==> src/rtl/tg_sched.sv <==
// tg_sched - profile sequencer for a single traffic generator instance.
//
// Holds a small table of test profiles written from the host side. On start it
// walks the table: each entry is loaded onto the generator config outputs, held
// stable with enable low while the generator's input pipeline settles, then the
// generator is enabled and completed packets (tlast handshakes) are counted on
// the monitored stream. Once the profile's packet count is reached, enable
// drops for a drain period before the next entry is loaded. With wrap set, the
// walk loops over the table until aborted.
//
// Ports:
//   clk, rst_n          clock, asynchronous active-low reset
//   wr_*                table write port (accepted only while idle)
//   num_profiles, wrap  run setup, sampled when start is accepted
//   start, abort        run control pulses
//   mon_t*              taps of the generator output stream handshake
//   tg_*                generator config, zero-extended; tg_mode[0] is enable
//   busy, done, aborted run status; done/aborted pulse for one cycle at the end
//   cur_profile         table entry currently loaded
//   pkts_sent           packets completed in the current profile
module tg_sched #(
    parameter int DEPTH         = 8,
    parameter int AW            = $clog2(DEPTH),
    parameter int SETTLE_CYCLES = 4,
    parameter int DRAIN_CYCLES  = 4
) (
    input  logic          clk,
    input  logic          rst_n,
    input  logic          wr_en,
    input  logic [AW-1:0] wr_addr,
    input  logic [7:0]    wr_mode,
    input  logic [15:0]   wr_num_packets,
    input  logic [15:0]   wr_num_flits,
    input  logic [7:0]    wr_last_flit_bytes,
    input  logic [15:0]   wr_M,
    input  logic [15:0]   wr_N,
    input  logic [AW:0]   num_profiles,
    input  logic          start,
    input  logic          abort,
    input  logic          wrap,
    input  logic          mon_tvalid,
    input  logic          mon_tready,
    input  logic          mon_tlast,
    output logic [31:0]   tg_mode,
    output logic [31:0]   tg_num_packets,
    output logic [31:0]   tg_num_flits,
    output logic [31:0]   tg_last_flit_bytes,
    output logic [31:0]   tg_M,
    output logic [31:0]   tg_N,
    output logic          busy,
    output logic          done,
    output logic          aborted,
    output logic [AW-1:0] cur_profile,
    output logic [15:0]   pkts_sent
);

    localparam logic [2:0] S_IDLE   = 3'd0;
    localparam logic [2:0] S_LOAD   = 3'd1;
    localparam logic [2:0] S_SETTLE = 3'd2;
    localparam logic [2:0] S_RUN    = 3'd3;
    localparam logic [2:0] S_DRAIN  = 3'd4;
    localparam logic [2:0] S_NEXT   = 3'd5;

    // One shared counter serves both the settle and drain waits; it counts
    // 0..N-1, so it only needs to hold the larger of the two minus one.
    localparam int CNT_MAX = (SETTLE_CYCLES > DRAIN_CYCLES) ? SETTLE_CYCLES : DRAIN_CYCLES;
    localparam int CW      = $clog2(CNT_MAX);

    logic [7:0]    tbl_mode           [DEPTH];
    logic [15:0]   tbl_num_packets    [DEPTH];
    logic [15:0]   tbl_num_flits      [DEPTH];
    logic [7:0]    tbl_last_flit_bytes[DEPTH];
    logic [15:0]   tbl_M              [DEPTH];
    logic [15:0]   tbl_N              [DEPTH];

    logic [2:0]    state;
    logic [AW-1:0] idx;
    logic [AW:0]   np_lat;
    logic          wrap_lat;
    logic          abort_pend;
    logic [CW-1:0] cnt;

    logic          beat;
    logic [15:0]   pkts_next;
    logic          last_entry;

    assign beat       = mon_tvalid & mon_tready & mon_tlast;
    assign pkts_next  = pkts_sent + 16'd1;
    assign last_entry = ({1'b0, idx} == (np_lat - (AW+1)'(1)));

    // Profile table: plain storage, no reset. Writes are blocked while a run
    // is in progress so the entry being executed can never change under it.
    always_ff @(posedge clk) begin
        if (wr_en && state == S_IDLE) begin
            tbl_mode[wr_addr]            <= wr_mode;
            tbl_num_packets[wr_addr]     <= wr_num_packets;
            tbl_num_flits[wr_addr]       <= wr_num_flits;
            tbl_last_flit_bytes[wr_addr] <= wr_last_flit_bytes;
            tbl_M[wr_addr]               <= wr_M;
            tbl_N[wr_addr]               <= wr_N;
        end
    end

    // Sequencer. Config registers are written only in LOAD; afterwards only
    // tg_mode[0] (the enable) moves. An abort outside IDLE/DRAIN takes priority
    // over everything else and funnels into DRAIN so the generator always gets
    // a full drain period with enable low before the run ends.
    always_ff @(posedge clk or negedge rst_n) begin
        if (!rst_n) begin
            state              <= S_IDLE;
            idx                <= '0;
            np_lat             <= '0;
            wrap_lat           <= 1'b0;
            abort_pend         <= 1'b0;
            cnt                <= '0;
            tg_mode            <= '0;
            tg_num_packets     <= '0;
            tg_num_flits       <= '0;
            tg_last_flit_bytes <= '0;
            tg_M               <= '0;
            tg_N               <= '0;
            busy               <= 1'b0;
            done               <= 1'b0;
            aborted            <= 1'b0;
            cur_profile        <= '0;
            pkts_sent          <= '0;
        end else begin
            done    <= 1'b0;
            aborted <= 1'b0;
            if (abort && (state == S_LOAD || state == S_SETTLE ||
                          state == S_RUN  || state == S_NEXT)) begin
                tg_mode[0] <= 1'b0;
                abort_pend <= 1'b1;
                cnt        <= '0;
                state      <= S_DRAIN;
            end else begin
                case (state)
                    S_IDLE: begin
                        if (start) begin
                            if (num_profiles == '0) begin
                                done <= 1'b1;
                            end else begin
                                np_lat     <= num_profiles;
                                wrap_lat   <= wrap;
                                idx        <= '0;
                                abort_pend <= 1'b0;
                                busy       <= 1'b1;
                                state      <= S_LOAD;
                            end
                        end
                    end
                    S_LOAD: begin
                        // Enable and the reserved bit 3 are kept clear in the loaded mode.
                        tg_mode            <= {24'd0, tbl_mode[idx] & 8'hF6};
                        tg_num_packets     <= {16'd0, tbl_num_packets[idx]};
                        tg_num_flits       <= {16'd0, tbl_num_flits[idx]};
                        tg_last_flit_bytes <= {24'd0, tbl_last_flit_bytes[idx]};
                        tg_M               <= {16'd0, tbl_M[idx]};
                        tg_N               <= {16'd0, tbl_N[idx]};
                        cur_profile        <= idx;
                        pkts_sent          <= '0;
                        cnt                <= '0;
                        state <= (tbl_num_packets[idx] == 16'd0) ? S_NEXT : S_SETTLE;
                    end
                    S_SETTLE: begin
                        if (cnt == CW'(SETTLE_CYCLES - 1)) begin
                            tg_mode[0] <= 1'b1;
                            state      <= S_RUN;
                        end else begin
                            cnt <= cnt + CW'(1);
                        end
                    end
                    S_RUN: begin
                        if (beat) begin
                            pkts_sent <= pkts_next;
                            if (pkts_next == tg_num_packets[15:0]) begin
                                tg_mode[0] <= 1'b0;
                                cnt        <= '0;
                                state      <= S_DRAIN;
                            end
                        end
                    end
                    S_DRAIN: begin
                        // An abort arriving on the final drain cycle still ends the run.
                        if (cnt == CW'(DRAIN_CYCLES - 1)) begin
                            if (abort_pend || abort) begin
                                abort_pend <= 1'b0;
                                busy       <= 1'b0;
                                done       <= 1'b1;
                                aborted    <= 1'b1;
                                state      <= S_IDLE;
                            end else begin
                                state <= S_NEXT;
                            end
                        end else begin
                            cnt <= cnt + CW'(1);
                            if (abort) begin
                                abort_pend <= 1'b1;
                            end
                        end
                    end
                    S_NEXT: begin
                        if (last_entry) begin
                            if (wrap_lat) begin
                                idx   <= '0;
                                state <= S_LOAD;
                            end else begin
                                busy  <= 1'b0;
                                done  <= 1'b1;
                                state <= S_IDLE;
                            end
                        end else begin
                            idx   <= idx + AW'(1);
                            state <= S_LOAD;
                        end
                    end
                    default: state <= S_IDLE;
                endcase
            end
        end
    end

endmodule

==> config.mk <==
export PLATFORM = sky130hd
export DESIGN_NAME = tg_sched
export DESIGN_NICKNAME = d
export VERILOG_FILES = /design/src/rtl/tg_sched.sv
export SDC_FILE = /design/constraint.sdc
export NUM_CORES = 1
export LEC_CHECK = 0
export ABC_AREA = 1
export CORE_AREA = 2 2 228 275
export DETAILED_ROUTE_END_ITERATION = 16
export DIE_AREA = 0 0 230 277
export PLACE_DENSITY = 0.71
export SLEW_MARGIN = 20
export SYNTH_ARGS = -nofsm -noshare
export SYNTH_HDL_FRONTEND = slang
export SYNTH_SLANG_ARGS = --single-unit
==> constraint.sdc <==
create_clock -name clk -period 9.7 [get_ports clk]
set_input_delay 0.97 -clock clk [delete_from_list [all_inputs] [get_ports clk]]
set_output_delay 0.97 -clock clk [all_outputs]
set_load 0.03 [all_outputs]
======== Yosys cells after proc, flatten, opt, wreduce, memory -nomap -nowiden ========
Memory sizes are Yosys's and may differ from the RTL's. A register that Yosys moved wholly into a read port is not among the register bits.
Index checks and enable logic that the tools add are counted.
word-level totals
  bits in registers ....................... 53
  latch bits .............................. 0
  memory bits (writable) .................. 640
  memory bits (read-only) ................. 0
  bits of input ports ..................... 96
  output and inout bits ................... 214
  word-level logic and storage cells ...... 136
  memories kept ........................... 6
memories
  memory               depth  bits a word  read ports  clocked after memory_dff  wr ports  line  source
  tbl_M                8      16           1           1                         1         73    logic [15:0] tbl_M [DEPTH];
  tbl_N                8      16           1           1                         1         74    logic [15:0] tbl_N [DEPTH];
  tbl_num_flits        8      16           1           1                         1         71    logic [15:0] tbl_num_flits [DEPTH];
  tbl_num_packets      8      16           1           0                         1         70    logic [15:0] tbl_num_packets [DEPTH];
  tbl_last_flit_bytes  8      8            1           1                         1         72    logic [7:0] tbl_last_flit_bytes[DEPTH];
  tbl_mode             8      8            1           1                         1         69    logic [7:0] tbl_mode [DEPTH];
operators by class
  add/subtract/negate cells ............... 4
  $mul .................................... 0
  div/mod/pow operators ................... 0
  order comparisons ....................... 0
  eq/ne operators ......................... 25
  shift operators ......................... 0
  multiplexer cells ....................... 54
  bitwise operators ....................... 4
  reductions and logical operators ........ 30
operators with widths
  cell                                                                      count
  3-bit 2-to-1 mux                                                          14
  16-bit one-hot mux with 2 select lines                                    1
  1-bit 2-to-1 mux                                                          27
  3-bit one-hot mux with 6 select lines                                     1
  16-bit by 1-bit adder with 16-bit output (second input constant)          1
  16-bit equality test                                                      1
  16-bit zero test                                                          1
  16-bit 2-to-1 mux                                                         1
  2-bit inequality test (second input constant)                             7
  3-bit inequality test (second input constant)                             4
  4-bit AND reduction                                                       3
  5-bit AND reduction                                                       2
  1-bit one-hot mux with 3 select lines                                     3
  2-bit 2-to-1 mux                                                          4
  4-bit inequality test (second input constant)                             2
  8-bit AND reduction                                                       1
  4-bit nonzero test                                                        2
  3-bit by 2-bit equality test with 1-bit output (second input constant)    2
  3-bit equality test (second input constant)                               2
  3-bit by 1-bit inequality test with 1-bit output (second input constant)  2
  3-bit by 2-bit inequality test with 1-bit output (second input constant)  2
  2-bit one-hot mux with 3 select lines                                     1
  3-bit one-hot mux with 2 select lines                                     1
  6-bit AND reduction                                                       1
  19 further kinds                                                          31

======== Logic depth before layout (Yosys ltp) ========
Gate-level depths: netlist of run 1.
  depth in word-level cells ............... 7
  depth in mapped cells ................... 17
  depth with buffers taken out ............ 16

======== Worst setup path after synthesis of run 1 ========
OpenSTA, ideal clock, no wires.
  path type ............................... input to register
  start point ............................. input wr_en
  end point ............................... memory tbl_M[2][0] (enable)
  setup time .............................. 0.611 ns
  arrival time ............................ 6.506 ns
  required time ........................... 9.089 ns
  path slack .............................. 2.583 ns
  stages on the path ...................... 4
  path buffers ............................ 0
  cells stage by stage .................... inv_1 -> nor2_1 -> nand2_1 -> nor3_1
between the ends
  word-level cells in the longest chain between the ends .. 3
RTL lines
  what                                    line  source
  start: declaration                      29    input logic wr_en,
  1-bit logical AND                       94    if (wr_en && state == S_IDLE) begin
  1-bit 2-to-1 mux                        94
  1-bit 2-to-1 mux (implied by the code)  99    tbl_M[wr_addr] <= wr_M;
  end: declaration                        73
Every way passes these cells.

======== Final worst setup path of run 1 ========
  start point ............................. register state[1]
  end point ............................... memory tbl_N[7][4] (enable)
between the ends
  word-level cells in the longest chain between the ends .. 4
RTL lines
  what                                    line  source
  start: declaration                      76    logic [2:0] state;
  start signal: assignment                163   state <= (tbl_num_packets[idx] == 16'd0) ? S_NEXT : S_SETTLE;
  3-bit zero test                         94
  1-bit logical AND                       94
  1-bit 2-to-1 mux                        94
  1-bit 2-to-1 mux (implied by the code)  100   tbl_N[wr_addr] <= wr_N;
  end: declaration                        74
Every way passes these cells.

==> results of run 1 <==
==> worst min path at each step <==
stage,start,endpoint,slack [ns],depth (start not counted)
CTS,rst_n,pkts_sent[2],0.41,1
floorplan,cnt[1],cnt[1],0.45,2
global route,rst_n,pkts_sent[2],0.44,1
global placement,tg_mode[0],tg_mode[0],0.46,2
detailed placement,tg_mode[0],tg_mode[0],0.46,2
finish,rst_n,pkts_sent[8],0.39,1
==> worst register-to-register path: cells and delay by family (launching register included) <==
kind | cells | cell delay [ns]
buf+inv | 4 | 1.60
simple gates | 5 | 1.07
flops | 1 | 0.44
==> per-stage QoR <==
| stage | power, W | std cells | util |
|---|---|---|---|
| 2_1_floorplan | 0.00525 | 2717 | - |
| 3_3_place_gp | 0.00594 | 3510 | 0.532 |
| 3_5_place_dp | 0.00600 | 3510 | 0.532 |
| 4_1_cts | 0.00882 | 3648 | 0.571 |
| 5_1_grt | 0.00914 | 3655 | 0.573 |
| 6_report | 0.00878 | 3655 | 0.573 |
==> per-layer routing <==
layer / GRT usage / share of wire / vias up
li1: - / - / 9194
met1: 0.288 / 0.40 / 9970
met2: 0.389 / 0.50 / 766
met3: 0.0402 / 0.069 / 143
met4: 0.0868 / 0.027 / 6
met5: 0 / 0.00060 / -
==> final cells by class <==
type                    count  share of cell area
repair buffers            225              0.0636
clock buffers              99              0.0577
inverters                 123              0.0135
flip-flops and latches    739               0.616
clock inverters            39              0.0113
multi-input cells        1610               0.209
well taps                 816              0.0291
diodes                      4            0.000285
==> power by group through the flow <==
stage	logic (W)	registers (W)	clock network [W]
2_1_floorplan	0.000911	0.00434	0
3_3_place_gp	0.00190	0.00403	0
3_5_place_dp	0.00196	0.00404	0
4_1_cts	0.00197	0.00398	0.00287
5_1_grt	0.00213	0.00401	0.00299
6_report	0.00197	0.00398	0.00283
==> logic make-up (layout without fill, tap and decap cells) <==
group,count (synthesis),after routing,synth area share
DFF,739,739,0.712
buffers and inverters,368,486,0.0628
and+or+nand+nor,1041,1041,0.137
AOI/OAI and AO/OA,449,449,0.0853
xor gates and xnor gates,3,3,0.000865
adders and majority gates,4,4,0.00165
other,1,117,0.000123
==> registers in the layout (all words and copies together), names as in the netlist, 3 cells and up <==
| signal | cells |
|---|---|
| tbl_last_flit_bytes | 64 |
| tg_num_flits | 16 |
| tg_N | 16 |
| tg_M | 16 |
| tbl_mode | 48 |
| idx | 3 |
| tg_last_flit_bytes | 8 |
| tbl_M | 128 |
| tg_num_packets | 16 |
| cur_profile | 3 |
| tbl_N | 128 |
| tg_mode | 7 |
| pkts_sent | 16 |
| np_lat | 4 |
| tbl_num_flits | 128 |
| state | 3 |
| tbl_num_packets | 128 |
==> cell usage in the layout (no fill, tap or decap), types with 3 or more instances in the layout <==
cell type and instances:
o311ai_1 61, nor3_1 5, o22ai_1 71, clkinv_1 11, clkbuf_8 6, nand4_1 13, clkbuf_1 18, nand2_1 684
diode_2 4, nor2_2 3, edfxtp_1 624, clkbuf_16 75, a21oi_1 132, conb_1 113, clkinv_2 15, inv_1 116
inv_16 3, bufinv_16 5, o21ai_1 3, clkinvlp_4 3, buf_4 27, dfrtp_1 113, nor2_4 9, inv_6 3
nand3_1 86, clkdlybuf4s50_1 193, nand3b_1 6, nor2_1 219, ha_1 4, o21ai_0 174, nor3_2 4, nand2_2 7
==> summary.md, run 1 <==
| Metric | Value |
|---|---|
| Peak supply drop | between 0.15 and 0.2 mV |
| Fill count | 4835 |
| PortBufs | 194 |
| CP Buf/Inv Count | 4 |
| Primary FF master, synth | edfxtp_1 |
| WP data arrival | 3.78 ns |
| Worst R2R Setup Slack | 6.14 ns |
| GRT Total Usage | 0.227 |
| LEAKAGE | 13.0 nW |
| Cell repeated most along the worst path | nor2_1 |
| Critical Path, Cell by Cell | nor2_1, inv_1, nor2_1, inv_1, nor2_1, nand2_1, nor3_2, buf_4, buf_4 |
| WP depth | 9 |
| Area delta synth->final | 15.6% |
| Hold Slack | 0.387 ns |
| First-pass DRT Iterations | 5 |
| Synth area leader | edfxtp_1 |
| Cell Pwr Density | 250 nW/um^2 |
| Period utilisation layout | 0.367 |
| Detail-routed via count per cell | roughly 5.5 |
| Critical path class | reg2reg |
| Max_cap viols | 0 |
| Critical path origin | state[1] |
| Mapped Area | 30400 sq um |
| Setup Slack @ Placement | between 5 and 6 ns |
| Post-synthesis async set-or-reset flop share | 0.156 |
| Yosys top cell area share | 0.617 |
| Number of global-route vias before repair | roughly 20000 |
| Vias | 20100 |
| Startpoint Class | flip-flop |
| Ports | 310 |
| Slowest stage cell on the critical path | buf_4 |
| Final hold vios | 0 |
| Dpl hpwl | between 30000 and 40000 um |
| Tightest Pin Transition | 1.10 ns |
| Sw Pwr | 0.00272 W |
| Crit Reg-Reg Endpoint | tbl_N[7][4] |
| Outcome | finished, final reports clean |
| Die height | 277 um |
| Clock power share | 0.322 |
| Most frequent cell after synthesis | nand2_1 |
| Dominant cells by area after synthesis | edfxtp_1, dfrtp_1, nand2_1, buf_4, o21ai_0 |
| Max incr delay on CP | 0.89 ns |
| Gate Count Post-Synth | 2605 |
| Reg2Reg Depth | 9 |
| Fmax | 0.281 GHz |
| R2R Path Start | state[1] |
| DIE AREA | 63700 sq um |
| Sequential area share after synthesis | 0.712 |
| Core Region | 61300 sq um |
| DRT Wirelength | 73200 um |
| TNS Setup | 0 ns |
| Drt initial violations | about 1900 |
| CP top delay family | buffers and inverters |
| Register area | 21600 sq um |
| # nets final | 2874 |
| Finished Cell Area | 35100 sq um |
| WL per Instance | 20.0 um |
| Routability Congestion | roughly 0.86 |
| Post-synth cell types | 38 |
| DRC Markers | 0 |
| CTS Root Cell | clkbuf_16 |
| FF+latch count, synth | about 740 |
| Cts hold-fix bufs | 0 |
| CP endpoint kind | flip-flop |
| CP Max Fanout | 55 |
| Rel. slew slack | 0.270 |
| Unrepaired setup endpoints after global routing | false |
| Post-CTS Resized | 0 |
| Cell internal pwr | 0.00606 W |
| H-tree Lvls | 3 |
| Hold WC Path Type | in2async |
| Post CTS Setup Buffer Count | 0 |
| Placement Rows | 100 |
| Number of CTS-inserted buffers | 75 |
| Worst skew pair latency | 0.63 ns |
| Worst Skew | roughly 0.030 ns |
| EDFF count, synth | 624 |
| Share of layout cells above drive strength 1 | 0.0638 |
| Crit path to | tbl_N[7][4] |
| Gate power share | 0.224 |
| Largest net degree at the start of global routing | 192 |
| # setup viols final | 0 |
| Avg Inst Size Synth | 11.7 sq um |
| Post-place instance area | 32600 sq um |
| Reg clk slew, reported paths | 0.06 ns |
| First-pass GRT wire length | 111000 um |
| Top cells by count, synth | nand2_1, edfxtp_1, nor2_1, o21ai_0, a21oi_1 |
| Multi-input combinational cell area | 7320 sq um |
| GRT overflow | 0 |
| Ys Warns | 0 |
| Tmin final | 3.56 ns |
| Antenna-violating nets left | 0 |
| Clock sink total | 739 |
| Initial Utilization | 0.495 |
| WP data required | 9.93 ns |
| Seq pwr share | 0.454 |
| Fin. max-slew vios | 0 |
| Initial antenna violation count | 7 |
| Clock tree buffer depth | 3 |
| CTS tree | built |
| Final setup margin | slightly above 6 ns |
| Die width | 230 um |
| Switch share | 0.310 |
Note: power is estimated with default switching activity, not from simulation.
==> inputs of run 2 (changes only) <==
- PLACE_DENSITY: 0.71 -> 0.74
- clock period: 9.7 -> 3 ns (I/O delays scaled with it)
==> summary.md, run 2 (synthesis results as in run 1) <==
| Metric | Value |
|---|---|
| Most frequent cells in the layout | nand2_1, edfxtp_1, nor2_1 |
| Final hold vios | 0 (unchanged) |
| Share of layout cells above drive strength 1 | 0.0686 (+0.00479) |
| Number of CTS-inserted buffers | 74 (-1.3%) |
| Core Region | 61300 sq um (unchanged) |
| Hold WC Path Type | in2async |
| Number of global-route vias before repair | 20100 (+0.90%) |
| CTS Root Cell | clkbuf_16 |
| CTS tree | built |
| Worst Skew | 0.0180 ns (-0.0115 ns) |
| Tightest Pin Transition | 1.08 ns (-0.0206 ns) |
| H-tree Lvls | 3 (unchanged) |
| Startpoint Class | flip-flop |
| Critical Path, Cell by Cell | nor2_4, inv_2, nor2_4, inv_2, nor2_4, nand2_2, nor3_4, buf_4 |
| Area delta synth->final | 16.4% |
| Crit Reg-Reg Endpoint | tbl_M[3][1] |
| Dpl hpwl | 39100 um (+1.7%) |
| R2R Path Start | state[1] |
| CP Buf/Inv Count | 3 (-1) |
| Detail-routed via count per cell | 5.51 (+0.35%) |
| Peak supply drop | 0.546 mV (+220%) |
| GRT Total Usage | 0.228 (+0.00121) |
| DRT Wirelength | 73200 um (-0.10%) |
| # setup viols final | 0 (unchanged) |
| Largest net degree at the start of global routing | 173 (-9.9%) |
| Fmax | 0.400 GHz (+42%) |
| Cell repeated most along the worst path | nor2_4 |
| DIE AREA | 63700 sq um (unchanged) |
| Initial Utilization | 0.495 (unchanged) |
| Unrepaired setup endpoints after global routing | false |
| Period utilisation layout | 0.833 (+0.467) |
| Initial antenna violation count | 10 (+3) |
| Reg2Reg Depth | 8 (-1) |
| Post CTS Setup Buffer Count | 0 (unchanged) |
| WP data arrival | 2.80 ns (-0.98 ns) |
| Outcome | finished, final reports clean |
| Critical path class | reg2reg |
| Antenna-violating nets left | 0 (unchanged) |
| Ports | 310 (unchanged) |
| Clock sink total | 739 (unchanged) |
| Fill count | 4832 (-0.062%) |
| Max_cap viols | 0 (unchanged) |
| Fin. max-slew vios | 0 (unchanged) |
| Crit path to | tbl_M[3][1] |
| WL per Instance | 20.0 um (-0.24%) |
| Clock tree buffer depth | 3 (unchanged) |
| CP Max Fanout | 8 (-85%) |
| TNS Setup | 0 ns (unchanged) |
| Vias | 20200 (+0.48%) |
| Die height | 277 um (unchanged) |
| Cell Pwr Density | 800 nW/um^2 (+220%) |
| Drt initial violations | 1860 (-0.43%) |
| Tmin final | 2.50 ns (-1.06 ns) |
| First-pass GRT wire length | 112000 um (+0.84%) |
| Die width | 230 um (unchanged) |
| Slowest stage cell on the critical path | nor3_4 |
| Max incr delay on CP | 0.67 ns (-0.22 ns) |
| Reg clk slew, reported paths | 0.06 ns (about the same) |
| First-pass DRT Iterations | 6 (+1) |
| Critical path origin | state[1] |
| Worst R2R Setup Slack | 0.50 ns (-5.64 ns) |
| PortBufs | 194 (unchanged) |
| Worst skew pair latency | 0.62 ns (about the same) |
| Rel. slew slack | 0.283 (+0.0138) |
| WP data required | 3.30 ns (-6.63 ns) |
| CP top delay family | simple AND/OR/NAND/NOR gates |
| DRC Markers | 0 (unchanged) |
| # nets final | 2882 (+0.28%) |
| LEAKAGE | 13.1 nW (+0.47%) |
| Routability Congestion | 0.916 (+5.9%) |
| Fin util | 0.577 (+0.00418) |
| Placement Rows | 100 (unchanged) |
| Commonest non-fill, non-tap cell in the layout | nand2_1 |
| GRT overflow | 0 (unchanged) |
| WP depth | 8 (-1) |
| CP endpoint kind | flip-flop |
run 2: cell types whose count changed in the layout (fill, tap and decap cells not counted), sizes merged:
cell,previous run,this run
clkinvlp,3,7
bufinv,5,4
clkbuf,99,97
dlygate4sd3,0,1
inv,126,123
clkinv,28,27
diode,4,3
buf,32,40
run 2: how the worst min path moves through the flow:
stage          cells past startpoint   from             to
2_1_floorplan                      0  rst_n     abort_pend
3_3_place_gp                       1  rst_n  pkts_sent[10]
3_5_place_dp                       1  rst_n  pkts_sent[10]
4_1_cts                            2  rst_n  pkts_sent[10]
5_1_grt                            2  rst_n           busy
6_report                           2  rst_n  pkts_sent[10]
run 2: cell type report:
| class | instances | area, sq um | area share |
|---|---|---|---|
| clock buffer | 97 | 2040 | 0.0577 |
| clock inverter | 38 | 323 | 0.00913 |
| multi-input combinational | 1610 | 7380 | 0.209 |
| tap | 816 | 1020 | 0.0289 |
| inverter | 123 | 473 | 0.0134 |
| antenna | 3 | 7.51 | 0.000212 |
| sequential | 739 | 21600 | 0.611 |
| timing repair buffer | 234 | 2500 | 0.0706 |
run 2: power by group:
group / leakage [nW] / internal [W] / total [W] / switching (W)
registers: 7.10 / 0.0121 / 0.0129 / 0.000786
clock network: 1.14 / 0.00517 / 0.00897 / 0.00380
logic: 4.86 / 0.00225 / 0.00640 / 0.00415
total: 13.1 / 0.0196 / 0.0283 / 0.00874
run 2: per-layer routing:
| layer | track usage | vias to the layer above | wire (um) |
|---|---|---|---|
| li1 | - | 9226 | - |
| met3 | 0.0454 | 128 | 5960 |
| met1 | 0.297 | 9926 | 29100 |
| met2 | 0.386 | 880 | 36300 |
| met4 | 0.0725 | 16 | 1680 |
| met5 | 0 | - | 111 |
run 2: metrics by stage:
step                      hold slack [ns]  power, W  area [sq um]  setup slack (ns)  cells
after global placement              0.311    0.0193         33000             0.571   3521
after detailed placement            0.326    0.0195         33000             0.520   3521
after floorplan                   0.00441    0.0170         30900            -0.484   2717
final                               0.239    0.0283         35400             0.500   3660
after global routing                0.271    0.0295         35400             0.302   3659
after CTS                           0.240    0.0285         35400             0.510   3657
run 2: repair_timing:
action / in CTS / in global routing
hold buffers: 1 / 0
resized for setup: 0 / 0
endpoints found under the hold margin: 48 / 0
==> inputs of run 3 (changes only) <==
- PLACE_DENSITY: 0.74 -> 0.71
- clock period: 3 -> 2.4 ns (I/O delays scaled with it)
==> summary.md, run 3 (synthesis results as in run 1) <==
| Metric | Value |
|---|---|
| Outcome | finished, final reports clean |
| Ports | 310 (unchanged) |
| Commonest non-fill, non-tap cell in the layout | nand2_1 |
| DRC Markers | 0 (unchanged) |
| Tightest Pin Transition | 0.661 ns (-0.414 ns) |
| Critical path class | reg2reg |
| Die height | 277 um (unchanged) |
| Placement Rows | 100 (unchanged) |
| Vias | 20300 (+0.58%) |
| Fmax | 0.445 GHz (+11%) |
| Finished Cell Area | 35700 sq um (+1.0%) |
| Slowest stage cell on the critical path | dfrtp_1 |
| Worst R2R Setup Slack | 0.15 ns (-0.35 ns) |
| Peak supply drop | 0.571 mV (+4.6%) |
| Dpl hpwl | 41400 um (+6.0%) |
| First-pass DRT Iterations | 7 (+1) |
| Hold WC Path Type | in2async |
| Initial Utilization | 0.495 (unchanged) |
| Detail-routed via count per cell | 5.51 (about the same) |
| Final hold vios | 0 (unchanged) |
| Initial antenna violation count | 17 (+7) |
| Critical Path, Cell by Cell | nor2_4, inv_2, nor2_4, inv_2, nor2_4, nand2_4, nor3_4, buf_12 |
| Critical path origin | state[1] |
| Max incr delay on CP | 0.46 ns (-0.21 ns) |
| Core Region | 61300 sq um (unchanged) |
| Tmin final | 2.25 ns (-0.253 ns) |
| WP data arrival | 2.53 ns (-0.27 ns) |
| Max_cap viols | 0 (unchanged) |
| First-pass GRT wire length | 113000 um (+0.40%) |
| Period utilisation layout | 0.936 (+0.103) |
| Area delta synth->final | 17.6% |
| Drt initial violations | 1830 (-1.6%) |
| Cts hold-fix bufs | 1 (unchanged) |
| Reg2Reg Depth | 8 (unchanged) |
| Reg clk slew, reported paths | 0.06 ns (about the same) |
| Fin. max-slew vios | 0 (unchanged) |
| Cell repeated most along the worst path | nor2_4 |
| Crit Reg-Reg Endpoint | tbl_num_flits[3][11] |
| WP data required | 2.68 ns (-0.62 ns) |
| CP Max Fanout | 41 (+33) |
| Worst skew pair latency | 0.64 ns (+0.02 ns) |
| Clock tree buffer depth | 3 (unchanged) |
| Share of layout cells above drive strength 1 | 0.0774 (+0.00877) |
| DIE AREA | 63700 sq um (unchanged) |
| Die width | 230 um (unchanged) |
| Crit path to | tbl_num_flits[3][11] |
| Worst Skew | 0.0380 ns (+0.0199 ns) |
| Post-place instance area | 33200 sq um (+0.70%) |
| Clock sink total | 739 (unchanged) |
| CP Buf/Inv Count | 3 (unchanged) |
| # setup viols final | 0 (unchanged) |
| Post-CTS Resized | 0 (unchanged) |
| # nets final | 2898 (+0.56%) |
| CTS tree | built |
| Most frequent cells in the layout | nand2_1, edfxtp_1, nor2_1 |
| DRT Wirelength | 73200 um (about the same) |
| Cell Pwr Density | 1010 nW/um^2 (+26%) |
| LEAKAGE | 13.3 nW (+1.6%) |
| Startpoint Class | flip-flop |
| WP depth | 8 (unchanged) |
| Rel. slew slack | 0.559 (+0.276) |
| CTS Root Cell | clkbuf_16 |
| Largest net degree at the start of global routing | 148 (-14%) |
| Number of CTS-inserted buffers | 73 (-1.4%) |
| WL per Instance | 19.9 um (-0.52%) |
| Unrepaired setup endpoints after global routing | false |
| Setup Slack @ Placement | 0.139 ns (-0.381 ns) |
| GRT overflow | 0 (unchanged) |
| CP endpoint kind | flip-flop |
| PortBufs | 194 (unchanged) |
| Routability Congestion | 0.880 (-4.0%) |
| Post CTS Setup Buffer Count | 0 (unchanged) |
| Final setup margin | 0.153 ns (-0.347 ns) |
| R2R Path Start | state[1] |
| Number of global-route vias before repair | 20000 (-0.71%) |
| Antenna-violating nets left | 0 (unchanged) |
| CP top delay family | simple AND/OR/NAND/NOR gates |
| GRT Total Usage | 0.228 (about the same) |
| Fin util | 0.583 (+0.00594) |
| H-tree Lvls | 3 (unchanged) |
==> run 3: metrics by stage <==
| stage | total power [W] | cells | hold WS, ns | TNS, ns |
|---|---|---|---|---|
| floorplan | 0.0212 | 2717 | -0.0556 | -396.88 |
| global route | 0.0374 | 3675 | 0.183 | 0 |
| detailed placement | 0.0245 | 3538 | 0.221 | 0 |
| finish | 0.0360 | 3680 | 0.126 | 0 |
| global placement | 0.0242 | 3538 | 0.221 | 0 |
| CTS | 0.0361 | 3671 | 0.134 | 0 |
==> run 3: worst min path at each step <==
stage | startpoint | endpoint | slack (ns)
finish | rst_n | pkts_sent[9] | 0.13
floorplan | rst_n | abort_pend | -0.06
global placement | rst_n | tg_num_packets[15] | 0.22
CTS | rst_n | pkts_sent[9] | 0.13
detailed placement | rst_n | pkts_sent[9] | 0.22
global route | rst_n | pkts_sent[9] | 0.18
==> run 3: power by group <==
group	internal [W]	switching [W]	total, W
registers	0.0152	0.000917	0.0161
clock network	0.00684	0.00486	0.0117
logic	0.00292	0.00526	0.00818
total	0.0249	0.0110	0.0360
==> run 3: area by class of cell <==
cell class                 instances  area (sq um)
multi-input combinational       1610          7390
antenna                            9          22.5
tap                              816          1020
sequential                       739         21600
timing repair buffer             251          2710
clock inverter                    29           374
inverter                         123           473
fill                            4806         25600
clock buffer                     103          2110
==> run 3: per-layer routing <==
metal  track usage  vias to the layer above  part of all wire
met4        0.0895                       16             0.029
met3        0.0440                      156             0.077
met5             0                        -            0.0013
li1              -                     9252                 -
met2         0.381                      854              0.49
met1         0.295                    10000              0.40
